<file path="src/rtl/layer_out_serializer.sv">
// Frame FIFO + word serializer onto AXI-Stream or AXI-Lite word pop; optional argmax via SERIALIZER_ARGMAX_EN.
// Latency: frame strobed at edge N into an empty FIFO shows tvalid after edge N+1; gapless between frames.
// Backpressure: words hold while tready/axi_rd_en is low; a frame arriving on a full FIFO with no pop is dropped (sticky overflow).
module layer_out_serializer #(
  parameter int NUM_OUT     = 10,
  parameter int DATA_WIDTH  = 16,
  parameter int FRAME_DEPTH = 4,
  localparam int IDX_W      = $clog2(NUM_OUT),
  localparam int CNT_W      = $clog2(FRAME_DEPTH) + 1
) (
  input  logic                             s_axi_aclk,
  input  logic                             s_axi_aresetn,
  input  logic                             soft_reset,
  input  logic [NUM_OUT*DATA_WIDTH-1:0]    i_data,
  input  logic                             i_valid,
  input  logic                             cfg_rd_mode,
  output logic [DATA_WIDTH-1:0]            m_axis_tdata,
  output logic                             m_axis_tvalid,
  input  logic                             m_axis_tready,
  output logic                             m_axis_tlast,
  input  logic                             axi_rd_en,
  output logic [DATA_WIDTH-1:0]            axi_rd_data,
  output logic [CNT_W-1:0]                 frame_count,
  output logic                             overflow,
  output logic                             intr,
  output logic [IDX_W-1:0]                 argmax_idx,
  output logic                             argmax_valid
);

  localparam int PTR_W   = $clog2(FRAME_DEPTH);
  localparam int FRAME_W = NUM_OUT * DATA_WIDTH;
  localparam logic [IDX_W-1:0] LAST_IDX = IDX_W'(NUM_OUT - 1);

  typedef enum logic {ST_IDLE, ST_SEND} state_t;

  state_t                 state_q, state_d;
  logic                   mode_q, mode_d;
  logic [FRAME_W-1:0]     shift_q, shift_d;
  logic [IDX_W-1:0]       word_cnt_q, word_cnt_d;
  logic [PTR_W-1:0]       wr_ptr_q, wr_ptr_d, rd_ptr_q, rd_ptr_d;
  logic [CNT_W-1:0]       count_q, count_d;
  logic                   overflow_q, overflow_d;
  logic                   intr_q, intr_d;
  logic [FRAME_W-1:0]     fifo_mem_q [FRAME_DEPTH];

  logic fifo_empty, fifo_full, in_send, word_hs, last_hs, push, pop;

  assign fifo_empty = (count_q == '0);
  assign fifo_full  = (count_q == CNT_W'(FRAME_DEPTH));
  assign in_send    = (state_q == ST_SEND);
  assign word_hs    = in_send & (mode_q ? axi_rd_en : m_axis_tready);
  assign last_hs    = word_hs & (word_cnt_q == LAST_IDX);

  always_comb begin
    state_d    = state_q;
    mode_d     = mode_q;
    shift_d    = shift_q;
    word_cnt_d = word_cnt_q;
    wr_ptr_d   = wr_ptr_q;
    rd_ptr_d   = rd_ptr_q;
    overflow_d = overflow_q;
    intr_d     = 1'b0;
    pop        = 1'b0;
    if (word_hs) begin
      shift_d    = shift_q >> DATA_WIDTH;
      word_cnt_d = word_cnt_q + IDX_W'(1);
    end
    if (last_hs) begin
      intr_d  = 1'b1;
      state_d = ST_IDLE;
    end
    // Reload on the last-word handshake keeps back-to-back frames bubble-free.
    if (!fifo_empty && (!in_send || last_hs)) begin
      pop        = 1'b1;
      shift_d    = fifo_mem_q[rd_ptr_q];
      word_cnt_d = '0;
      mode_d     = cfg_rd_mode;
      state_d    = ST_SEND;
      rd_ptr_d   = rd_ptr_q + PTR_W'(1);
    end
    push = i_valid & (!fifo_full | pop);
    if (i_valid && fifo_full && !pop) overflow_d = 1'b1;
    if (push) wr_ptr_d = wr_ptr_q + PTR_W'(1);
    count_d = count_q + CNT_W'(push) - CNT_W'(pop);
    if (soft_reset) begin
      state_d    = ST_IDLE;
      mode_d     = 1'b0;
      shift_d    = '0;
      word_cnt_d = '0;
      wr_ptr_d   = '0;
      rd_ptr_d   = '0;
      count_d    = '0;
      overflow_d = 1'b0;
      intr_d     = 1'b0;
      push       = 1'b0;
    end
  end

  always_ff @(posedge s_axi_aclk or negedge s_axi_aresetn) begin
    if (!s_axi_aresetn) begin
      state_q    <= ST_IDLE;
      mode_q     <= 1'b0;
      shift_q    <= '0;
      word_cnt_q <= '0;
      wr_ptr_q   <= '0;
      rd_ptr_q   <= '0;
      count_q    <= '0;
      overflow_q <= 1'b0;
      intr_q     <= 1'b0;
    end else begin
      state_q    <= state_d;
      mode_q     <= mode_d;
      shift_q    <= shift_d;
      word_cnt_q <= word_cnt_d;
      wr_ptr_q   <= wr_ptr_d;
      rd_ptr_q   <= rd_ptr_d;
      count_q    <= count_d;
      overflow_q <= overflow_d;
      intr_q     <= intr_d;
    end
  end

  always_ff @(posedge s_axi_aclk) begin
    if (push) fifo_mem_q[wr_ptr_q] <= i_data;
  end

  assign m_axis_tdata  = in_send ? shift_q[DATA_WIDTH-1:0] : '0;
  assign axi_rd_data   = in_send ? shift_q[DATA_WIDTH-1:0] : '0;
  assign m_axis_tvalid = in_send & ~mode_q;
  assign m_axis_tlast  = in_send & (word_cnt_q == LAST_IDX);
  assign frame_count   = count_q;
  assign overflow      = overflow_q;
  assign intr          = intr_q;

`ifdef SERIALIZER_ARGMAX_EN
  logic [DATA_WIDTH-1:0] max_q, max_d;
  logic [IDX_W-1:0]      max_idx_q, max_idx_d, argmax_idx_q, argmax_idx_d;
  logic                  argmax_valid_q, argmax_valid_d;

  // Strict greater-than keeps the lower index on ties.
  always_comb begin
    max_d          = max_q;
    max_idx_d      = max_idx_q;
    argmax_idx_d   = argmax_idx_q;
    argmax_valid_d = 1'b0;
    if (word_hs && ((word_cnt_q == '0) ||
                    ($signed(shift_q[DATA_WIDTH-1:0]) > $signed(max_q)))) begin
      max_d     = shift_q[DATA_WIDTH-1:0];
      max_idx_d = word_cnt_q;
    end
    if (last_hs) begin
      argmax_idx_d   = max_idx_d;
      argmax_valid_d = 1'b1;
    end
    if (soft_reset) begin
      max_d          = '0;
      max_idx_d      = '0;
      argmax_idx_d   = '0;
      argmax_valid_d = 1'b0;
    end
  end

  always_ff @(posedge s_axi_aclk or negedge s_axi_aresetn) begin
    if (!s_axi_aresetn) begin
      max_q          <= '0;
      max_idx_q      <= '0;
      argmax_idx_q   <= '0;
      argmax_valid_q <= 1'b0;
    end else begin
      max_q          <= max_d;
      max_idx_q      <= max_idx_d;
      argmax_idx_q   <= argmax_idx_d;
      argmax_valid_q <= argmax_valid_d;
    end
  end

  assign argmax_idx   = argmax_idx_q;
  assign argmax_valid = argmax_valid_q;
`else
  assign argmax_idx   = '0;
  assign argmax_valid = 1'b0;
`endif

endmodule

</file>
<file path="config.mk">
export PLATFORM = sky130hd
export DESIGN_NAME = layer_out_serializer
export DESIGN_NICKNAME = d
export VERILOG_FILES = /design/src/rtl/layer_out_serializer.sv
export SDC_FILE = /design/constraint.sdc
export NUM_CORES = 1
export LEC_CHECK = 0
export ABC_AREA = 0
export ABC_CLOCK_PERIOD_IN_PS = 10600
export CAP_MARGIN = 20
export CELL_PAD_IN_SITES_DETAIL_PLACEMENT = 1
export CELL_PAD_IN_SITES_GLOBAL_PLACEMENT = 1
export CORE_AREA = 2 2 240 242
export CTS_CLUSTER_DIAMETER = 40
export DETAILED_ROUTE_END_ITERATION = 7
export DIE_AREA = 0 0 242 244
export PLACE_DENSITY_LB_ADDON = 0.1
export SLEW_MARGIN = 20
export SYNTH_ARGS = -nofsm -noshare
export SYNTH_HDL_FRONTEND = slang
export SYNTH_SLANG_ARGS = --single-unit
</file>
<file path="constraint.sdc">
create_clock -name s_axi_aclk -period 10.6 [get_ports s_axi_aclk]
set_clock_uncertainty 0.2 [all_clocks]
set_input_delay 2.12 -clock s_axi_aclk [delete_from_list [all_inputs] [get_ports s_axi_aclk]]
set_output_delay 2.12 -clock s_axi_aclk [all_outputs]
set_load 0.02 [all_outputs]
</file>
==> results of run 1 <==
[layout by cell type, fill, tap and decap left out, types with 5 or more instances in the layout]
cell               n
clkinv_2          13
nor2_1            10
clkbuf_16        116
clkinv_4           8
clkinv_1           8
inv_6             13
ha_1               8
dfrtp_1          173
o21ai_0            5
mux4_2           160
and2_1           144
a22o_1            16
clkinvlp_4        19
clkbuf_1          11
bufinv_16         13
o22ai_1           16
clkdlybuf4s50_1  204
nor3_1            37
conb_1             5
a221o_1          128
buf_4             18
edfxtp_1         640
inv_1              9
[final timing paths]
| kind | from | to | slack, ns | cells after the start |
|---|---|---|---|---|
| setup / recovery | axi_rd_en | fifo_mem_q[3][95] | 5.17 | 6 |
| hold / removal | shift_q[64] | shift_q[48] | 0.29 | 1 |
| setup reg to reg | word_cnt_q[1] | fifo_mem_q[3][95] | 6.48 | 7 |
| hold reg to reg | shift_q[64] | shift_q[48] | 0.29 | 1 |
| max in group asynchronous | s_axi_aresetn | shift_q[20] | 7.25 | 2 |
| min in group asynchronous | s_axi_aresetn | shift_q[133] | 1.42 | 1 |
[final cells by class]
cell class / instances / area [µm²] / area share [%]
Antenna cell: 1 / 2.50 / 0.00667
Clock buffer: 130 / 2990 / 7.96
Clock inverter: 81 / 920 / 2.45
Inverter: 9 / 33.8 / 0.0900
Multi-Input combinational cell: 570 / 6750 / 18.0
Sequential cell: 815 / 23600 / 62.9
Tap cell: 756 / 946 / 2.52
Timing Repair Buffer: 227 / 2280 / 6.07
[layer usage]
metal	wire, µm	vias up	GRT usage (%)
met3	4070	130	4.70
met5	0	-	0
met4	2460	0	9.13
met2	37700	567	42.7
met1	31000	8604	36.2
li1	-	6670	-
[sequential cells by signal (all words and copies together), names as in the netlist]
name,count
fifo_mem_q,640
frame_count,3
in_send,1
intr,1
mode_q,1
overflow,1
rd_ptr_q,2
shift_q,160
word_cnt_q,4
wr_ptr_q,2
[logic make-up after synthesis]
| logic type | after synthesis |
|---|---|
| AO/OA/AOI/OAI | 177 |
| XOR/XNOR | 5 |
| adder cells (fa/ha/maj) | 9 |
| buffers and inverters | 122 |
| flip-flops | 815 |
| multiplexers | 164 |
| other | 1 |
| AND/OR/NAND/NOR | 210 |
[critical path, cell delays in order]
cell,delay [ns]
clkdlybuf4s50_1,0.47
mux2i_1,0.19
o21ai_0,0.58
o21a_1,0.35
and3_4,0.73
buf_4,0.93
[metrics by stage]
step	std cells	hold WS (ns)	power (W)	util [%]	cell area (µm²)
after floorplan	1507	0.270	0.00521	-	30900
after CTS	2587	0.298	0.00973	66.8	37500
after global routing	2589	0.315	0.00999	66.8	37500
after global placement	2376	0.280	0.00581	59.8	33600
final	2589	0.290	0.00966	66.8	37500
after detailed placement	2376	0.289	0.00586	59.8	33600
[where the power goes]
part	switching [W]	leakage, nW	internal, W	total (W)
registers	0.000303	8.16	0.00381	0.00411
clock network	0.00147	1.86	0.00236	0.00383
logic	0.000900	2.99	0.000814	0.00171
==> results.cfg, run 1 <==
[status]
outcome = complete, no violations

[cts]
postCtsHoldBufs = 0
cts_buffer_depth = 3
post_cts_resized = 0
clkLatencyLatePin_ns = 0.66
post_cts_buffers = 0
cts_buffers = 111
tritoncts = yes
clockRootBuffer = clkbuf_16
cts.clk_slew.worst_paths_ns = 0.06
h-tree-depth = 3
cts.sinks = 815

[setup_path]
arrival_ns = 5.49
crit_required_ns = 10.66
path_max_fanout = 66
start_kind = input pin
crit_type = in2reg
worstSetupEndpointType = flop

[timing]
fmax_mhz = 184
finalSetupTns_ns = 0
rsz0062_at_grt = false
relSlewSlack_pct = 30.1
worstMarginPinSlew_ns = 1.05
setup_viol = 0
hold_viol = 0
post-route-period-util_pct = 51.2
setup_ws_ns = 5.17
finalCriticalPeriod_ns = 5.43
final-max-slew-violation-count = 0

[hold_path]
min_path_type = reg2reg

[synth]
yosysSeqAreaShare_pct = 76.4
synth_edf_count = 640
netlist_top_cells_area = edfxtp_1 62%, dfrtp_1 14%, mux4_2 12%
synth_cell_type_count = 37
synth-seq-cells = 815
synth-xor-area-share_pct = 0.142
synth_area_per_cell_um2 = 20.5
synthAdderAreaFrac_pct = 0.389
synth_top_family_by_area = multiplexers
synth_compound_area_share_pct = 5.29
synth-simple-area-share_pct = 4.06
synth_top_area_cell = edfxtp_1
synth_top_area_share_pct = 62.2
async_flop_share_pct = 21.5
synthesis.area_um2 = 30900
synthFlopType = edfxtp_1
syn_inst = 1503
synth.mux.area_fraction_pct = 11.8
synth_common_cells = 640 x edfxtp_1, 175 x dfrtp_1, 160 x mux4_2
yosysMostFrequentCell = edfxtp_1
yosysWarningCount = 0

[flow_run]
maxCapViolCount = 0

[floorplanning]
io_pins = 211
start_util_pct = 55.0
die_h_um = 244
dieArea_um2 = 59000
rows = 87
core_um2 = 56200
die_w_um = 242

[global_routing]
grt_usage_pct = 26.2
grt_antenna_before_repair = 1
grt_max_degree = 115
grt_pass1_vias = 17300
overflow = 0
grt_pass1_wl_mm = 115

[pwr]
vdd_drop_max_mv = 0.198
powerDensity_nw_per_um2 = 257
p_leak_nw = 13.0

[detailed_routing]
wl_per_cell_um = 29.0
drt_iter0_drc = 1402
viasPerCell = 6.17
drc = 0
drt_wl_total_mm = 75.1
first_pass_iters = 5
vias = 16000
detail-route-antenna-nets = 0

[cells_and_area]
syn2layout_area_growth_pct = 21.5
n_fill_cell = 4524
drive_above_1_share_pct = 21.2
final_nets = 1910

[placed_design]
dp_hpwl_mm = 42.3
gp_congestion = 0.752
preCtsSetupSlack_ns = 4.60
portBuffers = 205
Note: power is estimated with default switching activity, not from simulation.
==> run 2: changes to the inputs <==
--- a/config.mk
+++ b/config.mk
@@ -6,14 +6,14 @@
 export NUM_CORES = 1
 export LEC_CHECK = 0
 export ABC_AREA = 0
-export ABC_CLOCK_PERIOD_IN_PS = 10600
+export ABC_CLOCK_PERIOD_IN_PS = 5100
 export CAP_MARGIN = 20
 export CELL_PAD_IN_SITES_DETAIL_PLACEMENT = 1
 export CELL_PAD_IN_SITES_GLOBAL_PLACEMENT = 1
-export CORE_AREA = 2 2 240 242
+export CORE_AREA = 2 2 250 252
 export CTS_CLUSTER_DIAMETER = 40
 export DETAILED_ROUTE_END_ITERATION = 7
-export DIE_AREA = 0 0 242 244
+export DIE_AREA = 0 0 252 254
 export PLACE_DENSITY_LB_ADDON = 0.1
 export SLEW_MARGIN = 20
 export SYNTH_ARGS = -nofsm -noshare
==> constraint.sdc (replaced) <==
create_clock -name s_axi_aclk -period 5.1 [get_ports s_axi_aclk]
set_clock_uncertainty 0.2 [all_clocks]
set_input_delay 1.02 -clock s_axi_aclk [delete_from_list [all_inputs] [get_ports s_axi_aclk]]
set_output_delay 1.02 -clock s_axi_aclk [all_outputs]
set_load 0.02 [all_outputs]
==> run 2 against run 1 <==
Sequential cell count is the same; combinational power increased by 110%; non-clock buffer count grew 21.
==> results.cfg, run 2 (synthesis gave the netlist of run 1 again) <==
[detailed_routing]
drc = 0
detail-route-antenna-nets = 0
viasPerCell = 5.94
vias = 15700
first_pass_iters = 5
drt_iter0_drc = 1379
wl_per_cell_um = 27.9
drt_wl_total_mm = 74.0

[timing]
final-max-slew-violation-count = 0
relSlewSlack_pct = 35.1
rsz0062_at_grt = false
finalCriticalPeriod_ns = 3.71
setup_viol = 0
fmax_mhz = 270
hold_viol = 0
finalSetupTns_ns = 0
worstMarginPinSlew_ns = 0.974
post-route-period-util_pct = 72.7

[cts]
clkLatencyLatePin_ns = 0.66
post_cts_buffers = 0
cts.sinks = 815
cts.clk_slew.worst_paths_ns = 0.06
h-tree-depth = 3
cts_buffers = 111
cts_buffer_depth = 3
post_cts_resized = 0
tritoncts = yes
clockRootBuffer = clkbuf_16
postCtsHoldBufs = 0

[placed_design]
place_area_um2 = 34000
portBuffers = 205
dp_hpwl_mm = 44.6
numPlacedInstances = 2432
gp_congestion = 0.762

[setup_path]
crit_type = reg2out
cp-startpoint = in_send
rr_startpoint = word_cnt_q[1]
ff2ff_path_depth = 14
worstSetupEndpointType = output pin
crit_required_ns = 3.88
ff2ff_setup_slack_ns = 1.72
path_max_fanout = 24
start_kind = flop
r2r-end = frame_count[2]
arrival_ns = 2.49

[cells_and_area]
largest_register_ffs = 640
fin_cells = 2648
seq_area_um2 = 23600
drive_above_1_share_pct = 22.1
n_fill_cell = 5038
final_nets = 1931
multi_input_comb_area_um2 = 6750
final_common_cell = edfxtp_1
mostFrequentLayoutCells = 640 x edfxtp_1, 204 x clkdlybuf4s50_1, 173 x dfrtp_1
finalInstanceArea_um2 = 37900
syn2layout_area_growth_pct = 22.8
top_regs = fifo_mem_q: 640 flops, shift_q: 160 flops, word_cnt_q: 4 flops
top_register = fifo_mem_q

[pwr]
p_leak_nw = 13.2
powerDensity_nw_per_um2 = 529
vdd_drop_max_mv = 0.287

[global_routing]
grt_antenna_before_repair = 6
grt_pass1_wl_mm = 113
grt_usage_pct = 24.0
grt_pass1_vias = 17200
overflow = 0
grt_max_degree = 144

[floorplanning]
die_h_um = 254
start_util_pct = 50.4
die_w_um = 252
core_um2 = 61300
io_pins = 211
rows = 91
dieArea_um2 = 64000

[hold_path]
min_path_type = in2async

[flow_run]
maxCapViolCount = 0

[status]
outcome = complete, no violations
==> run 2: cell count changes in the layout (fill, tap and decap cells not counted), moves of 2 or more <==
cell        change
buf_12         +14
buf_4           +8
clkinv_2        -5
inv_6           +4
clkbuf_8        +3
clkinv_4        +3
diode_2         +3
clkinv_1        +2
clkinvlp_4      -2
inv_8           -2
==> run 2: cell type report <==
cell class                 instances  share of cell area, %
antenna                            4                 0.0264
clock buffer                     132                   7.97
clock inverter                    80                   2.40
inverter                           9                 0.0891
multi-input combinational        570                   17.8
sequential                       815                   62.3
tap                              790                   2.61
timing repair buffer             248                   6.83
==> run 2: through the flow <==
step                worst slack (ns)  total power [W]  utilization (%)  hold slack (ns)
global placement               0.865           0.0122             55.5            0.281
floorplan                      0.689           0.0108                -            0.270
finish                          1.39           0.0201             61.9            0.279
global route                    1.18           0.0208             61.9            0.313
CTS                             1.33           0.0203             61.9            0.300
detailed placement             0.862           0.0123             55.5            0.289
==> run 2: worst max path at each step <==
stage,endpoint,slack (ns),cells after the start
floorplan,fifo_mem_q[0][0],0.69,4
global placement,frame_count[2],0.87,13
detailed placement,frame_count[2],0.86,13
CTS,m_axis_tvalid,1.33,3
global route,frame_count[2],1.18,13
finish,m_axis_tvalid,1.39,3
==> run 2: per-layer routing <==
| layer | global-route usage (%) | vias to the layer above | share of wire, % |
|---|---|---|---|
| met4 | 7.51 | 0 | 2.5 |
| met2 | 38.9 | 456 | 50 |
| li1 | - | 6729 | - |
| met5 | 0 | - | 0 |
| met1 | 33.6 | 8423 | 42 |
| met3 | 4.37 | 114 | 5.0 |
==> run 2: power by group <==
group          leakage, nW  internal (W)  switching (W)  total [W]
combinational         3.14       0.00174        0.00183    0.00356
clock                 1.87       0.00495        0.00300    0.00795
sequential            8.16       0.00791       0.000643    0.00855
==> run 2: worst max-delay path, cell delays in order, from the launching register on <==
cell and delay [ns]:
dfrtp_1 0.80, inv_1 0.23, nor2_1 0.17, clkdlybuf4s50_1 0.62
